--- config.mk ---
export PLATFORM = sky130hd
export DESIGN_NAME = irq_timer_responder
export DESIGN_NICKNAME = d
export VERILOG_FILES = /design/src/rtl/irq_timer_responder.sv
export SDC_FILE = /design/constraint.sdc
export NUM_CORES = 1
export LEC_CHECK = 0
export BUFFER_PORTS_ARGS = -buffer_cell sky130_fd_sc_hd__buf_2
export CAP_MARGIN = 20
export CORE_ASPECT_RATIO = 0.75
export CORE_MARGIN = 4
export CORE_UTILIZATION = 61
export CTS_BUF_LIST = sky130_fd_sc_hd__clkbuf_8
export DETAILED_ROUTE_END_ITERATION = 6
export GPL_TIMING_DRIVEN = 0
export PLACE_DENSITY = 0.83
export REMOVE_ABC_BUFFERS = 1
export SETUP_SLACK_MARGIN = 0.1
export SYNTH_ARGS = -nofsm -noshare
export SYNTH_HDL_FRONTEND = slang
export SYNTH_SLANG_ARGS = --single-unit
--- constraint.sdc ---
create_clock -name clk -period 5.1 [get_ports clk]
set_clock_uncertainty 0.1 [all_clocks]
set_input_delay 0.765 -clock clk [delete_from_list [all_inputs] [get_ports clk]]
set_output_delay 0.765 -clock clk [all_outputs]
set_load 0.005 [all_outputs]
--- src/rtl/irq_timer_responder.sv ---
// ============================================================================
// irq_timer_responder: bus-mapped 8-source interrupt controller with a
// down-counting timer on source 0.   Rev 1.0
// ============================================================================
`default_nettype none

module irq_timer_responder #(
  parameter logic [15:0] BASE = 16'hFF00
) (
  input  logic        clk,
  input  logic        nreset,
  input  logic [15:0] address,
  input  logic [31:0] data,
  input  logic        wren,
  input  logic        stall,
  input  logic [7:0]  irq_in,
  output logic [31:0] q_io,
  output logic        hit,
  output logic        IRQ,
  output logic [7:0]  IRQn
);

  logic [6:0]  s1_q, s1_d, s2_q, s2_d, s3_q, s3_d;
  logic [7:0]  pending_q, pending_d;
  logic [7:0]  mask_q, mask_d;
  logic [31:0] reload_q, reload_d;
  logic [31:0] count_q, count_d;
  logic [31:0] q_io_q, q_io_d;
  logic        hit_q, hit_d;
  logic        irq_q, irq_d;
  logic [7:0]  irqn_q, irqn_d;

  logic        sel;
  logic        wr_en;
  logic [1:0]  off;
  logic [6:0]  rise;
  logic        expire;
  logic [7:0]  clr;
  logic [7:0]  active;

  // Source 0 is the internal timer, so the external bit 0 is never sampled.
  logic unused_irq0;
  assign unused_irq0 = irq_in[0];

  assign sel   = (address[15:2] == BASE[15:2]);
  assign wr_en = sel & wren & ~stall;
  assign off   = address[1:0];

  always_comb begin
    s1_d      = irq_in[7:1];
    s2_d      = s1_q;
    s3_d      = s2_q;
    rise      = s2_q & ~s3_q;

    reload_d  = reload_q;
    count_d   = count_q;
    expire    = 1'b0;
    if (wr_en && off == 2'd2) begin
      reload_d = data;
      count_d  = data;
    end else if (wr_en && off == 2'd3) begin
      count_d  = data;
    end else if (reload_q != 32'd0) begin
      if (count_q == 32'd0) begin
        count_d = reload_q;
      end else if (count_q == 32'd1) begin
        expire  = 1'b1;
        count_d = reload_q;
      end else begin
        count_d = count_q - 32'd1;
      end
    end

    // Set events are OR-ed in after the clear so a colliding set wins.
    clr       = (wr_en && off == 2'd0) ? data[7:0] : 8'd0;
    pending_d = (pending_q & ~clr) | {rise, expire};
    mask_d    = (wr_en && off == 2'd1) ? data[7:0] : mask_q;

    active    = pending_q & mask_q;
    irq_d     = |active;
    irqn_d    = 8'd0;
    for (int k = 7; k >= 0; k--) begin
      if (active[k]) irqn_d = 8'(k);
    end

    hit_d     = sel;
    q_io_d    = q_io_q;
    if (sel) begin
      case (off)
        2'd0:    q_io_d = {24'd0, pending_q};
        2'd1:    q_io_d = {24'd0, mask_q};
        2'd2:    q_io_d = reload_q;
        default: q_io_d = count_q;
      endcase
    end
  end

  always_ff @(posedge clk) begin
    if (!nreset) begin
      s1_q      <= 7'd0;
      s2_q      <= 7'd0;
      s3_q      <= 7'd0;
      pending_q <= 8'd0;
      mask_q    <= 8'd0;
      reload_q  <= 32'd0;
      count_q   <= 32'd0;
      q_io_q    <= 32'd0;
      hit_q     <= 1'b0;
      irq_q     <= 1'b0;
      irqn_q    <= 8'd0;
    end else begin
      s1_q      <= s1_d;
      s2_q      <= s2_d;
      s3_q      <= s3_d;
      pending_q <= pending_d;
      mask_q    <= mask_d;
      reload_q  <= reload_d;
      count_q   <= count_d;
      q_io_q    <= q_io_d;
      hit_q     <= hit_d;
      irq_q     <= irq_d;
      irqn_q    <= irqn_d;
    end
  end

  assign q_io = q_io_q;
  assign hit  = hit_q;
  assign IRQ  = irq_q;
  assign IRQn = irqn_q;

endmodule

`default_nettype wire
==> results.txt <==
RR Startpoint: count_q[19]
first-pass GRT wire length: 28.7 mm
flop2flop setup slack: 1820 ps
Max-cap violations: 0
FMAX: 269 MHz
cell taking the most area after synthesis: dfxtp_1
Cells after Synth: 784
Post-DP HPWL: 11.5 mm
FF+latch count, synth: 138
Starting Density: 62.9%
Via density: 6.19
Critical Setup Path Class: in -> reg
top cells by count, synth: 138 x dfxtp_1, 137 x nand2_1, 118 x a21oi_1
CP Data Arrival Time: 3980 ps
Hold Crit Class: reg -> reg
Hold Vio Cnt, Final: 0
sequential fraction of design power: 51.7%
synth warn: 0
Post-synth EDFFs: 0
crit path launch type: primary input
Routed Antenna Nets: 0
Clk pwr share: 44.3%
Psw: 495 uW
Min Hold Slack: 329 ps
std cell rows: 32
top fanout value on the critical path: 21
CTS tree: built
Crit. Startpoint: address[3]
CP max stage delay: 760 ps
Sw Ratio: 23.4%
TritonRoute pass-1 iters: 6
fin crit share: 72.9%
Die Wd: 127 um
fin crit period: 3720 ps
Hold Buf Count CTS: 0
post-place setup slack: 872 ps
number of port buffers: 95
leakage power: 2.95 nW
Setup Buffers After CTS: 0
CTS resizes: 0
Clock transition at path regs: 80 ps
outcome: finished, final reports clean
share of the synthesized area in the top cell type: 42.6%
Rel. slew slack: 31.7%
final net count: 907
clock root buffer master: clkbuf_8
Layout Utilization: 72.1%
vias in the first global route: 5765
Synth area leaders: dfxtp_1 43%, a21oi_1 9.1%, nand2_1 7.9%, mux2_2 4.2%, clkbuf_1 3.0%
sequential element share of the synthesized area: 42.6%
Top FF cell, synth: dfxtp_1
crit-path leading delay family: simple AND/OR/NAND/NOR gates
final WL: 17.4 mm
I/O pin count: 102
Sink Count: 138
worst r2r path cells: 5
final-layout fill cell count: 809
ys async rst share: 0%
routability cong.: 0.884
top-count cell post-synth: dfxtp_1
fin worst setup slack: 1380 ps
Max Transition Viols Final: 0
Max VDD drop: 284 uV
Slew @ Worst Pin: 1020 ps
Distinct cells, synth: 55
die area: 12400 um2
Vias: 6149
drt drc: 0
worst skew pair latency: 450 ps
pin count of the biggest net entering global routing: 91
post-synthesis instance area: 6490 um2
Total Power: 2.11 mW
CP Capture Point: reload_q[26]
cell area power density: 284 nW/um2
Final setup viols: 0
crit-path cells: buf_2 -> or4_1 -> nor4_4 -> buf_6 -> nand3_1 -> buf_16 -> nor2_2 -> buf_8 -> nand2_1 -> a21oi_1
syn avg cell area: 8.28 um2
total track usage: 28.1%
CP Data Required Time: 5360 ps
unrepaired setup endpoints after global routing: no
# diodes: 0
layout cells sized above 1: 20.9%
CP max-delay cell: nor2_2
Area Growth Syn to Fin: 14.7%
Wirelength per Cell: 17.5 um
initial antenna violation count: 0
CP endpoint kind: register
DIE HEIGHT: 97.3 um
Power Internal: 1.62 mW
CP Depth: 10
combinational cell fraction of total power: 4.0%
reg2reg end: count_q[29]
worst path bufs/invs: 4
CTS max path bufs: 2
TritonCTS Buffers: 17
drt first-iter violations: 868
CTS H-tree depth: 4
GR Overflow Total: 0
total core area: 10300 um2
[layout by cell type (no fill, tap or decap), types with 3 or more instances in the layout]
| master | synthesis | final |
|---|---|---|
| buf_8 | 0 | 4 |
| nand2b_1 | 3 | 3 |
| nor4_1 | 15 | 15 |
| nor3_1 | 14 | 14 |
| a21oi_1 | 118 | 118 |
| nand4_1 | 9 | 9 |
| bufinv_16 | 0 | 3 |
| or4_1 | 3 | 3 |
| nor2_1 | 39 | 38 |
| mux2i_1 | 16 | 16 |
| clkbuf_8 | 0 | 18 |
| mux4_2 | 8 | 8 |
| nand2_1 | 137 | 137 |
| xor2_1 | 18 | 18 |
| nand4b_1 | 3 | 3 |
| o31ai_1 | 3 | 3 |
| clkinv_4 | 0 | 4 |
| nor2b_1 | 9 | 9 |
| o32ai_1 | 4 | 4 |
| clkinv_2 | 0 | 3 |
| a22oi_1 | 9 | 9 |
| nand3_1 | 35 | 35 |
| mux2_2 | 24 | 24 |
| or2_2 | 3 | 3 |
| buf_2 | 3 | 96 |
| and2_1 | 22 | 22 |
| conb_1 | 1 | 5 |
| o211ai_1 | 15 | 15 |
| inv_1 | 3 | 3 |
| dfxtp_1 | 138 | 138 |
| xnor2_1 | 4 | 4 |
| clkinvlp_4 | 0 | 3 |
| o22ai_1 | 5 | 5 |
| o221ai_1 | 7 | 7 |
| o21ai_0 | 23 | 23 |
[registers in the layout (all words and copies together), names as in the netlist]
signal / cells
q_io: 32
count_q: 32
s2_q: 7
hit: 1
pending_q: 8
mask_q: 8
reload_q: 32
IRQn: 3
s1_q: 7
s3_q: 7
IRQ: 1
[worst register-to-register path, stage by stage (launching register included)]
cell	delay [ps]
dfxtp_1	370
or4_4	580
or4b_1	630
or3_2	960
o2111ai_1	370
o22ai_1	110
[power groups by stage]
stage	clock network [mW]	registers, mW	logic [mW]
2_1_floorplan	0	1.11	0.0308
3_3_place_gp	0	1.12	0.0789
3_5_place_dp	0	1.12	0.0819
4_1_cts	0.941	1.09	0.0827
5_1_grt	0.996	1.09	0.0913
6_report	0.936	1.09	0.0841
[worst min path at each step]
| stage | startpoint | endpoint | slack (ps) | cells after the start |
|---|---|---|---|---|
| after floorplan | s1_q[0] | s2_q[0] | 310 | 1 |
| after global placement | s1_q[3] | s2_q[3] | 310 | 1 |
| after detailed placement | s1_q[3] | s2_q[3] | 320 | 1 |
| after CTS | s1_q[5] | s2_q[5] | 330 | 1 |
| after global routing | s1_q[0] | s2_q[0] | 350 | 1 |
| final | s1_q[5] | s2_q[5] | 330 | 1 |
[stage by stage]
stage | setup TNS (ps) | std cells | instance area [um2]
6_report | 0 | 994 | 7440
5_1_grt | 0 | 994 | 7440
4_1_cts | 0 | 993 | 7430
3_5_place_dp | 0 | 961 | 7010
3_3_place_gp | -140070 | 953 | 6870
2_1_floorplan | -10890 | 722 | 6220
[cell type report]
type                       instances  area (um2)  share of cell area, %
multi-input combinational        580        3460                   46.4
timing repair buffer             104         618                   8.30
tap                              136         170                   2.29
clock inverter                    14         171                   2.30
inverter                           4        17.5                  0.235
clock buffer                      18         248                   3.33
sequential                       138        2760                   37.1
[logic make-up (layout without fill, tap and decap cells)]
logic type | Yosys count | in the layout | share of synthesized area, %
multiplexers | 48 | 48 | 9.40
AO/OA/AOI/OAI | 196 | 196 | 17.5
adder cells (fa/ha/maj) | 2 | 2 | 0.385
XOR/XNOR | 22 | 22 | 2.97
buffers and inverters | 70 | 140 | 4.63
other | 1 | 5 | 0.0578
AND/OR/NAND/NOR | 307 | 307 | 22.5
flip-flops | 138 | 138 | 42.6
[per-layer routing]
layer / track usage (%) / part of all wire, % / vias to the layer above
li1: - / - / 2897
met1: 39.3 / 43 / 2892
met2: 43.7 / 46 / 330
met3: 7.47 / 10 / 30
met4: 6.18 / 1.3 / 0
met5: 0 / 0 / -
Power figures use the tool's default switching activity.
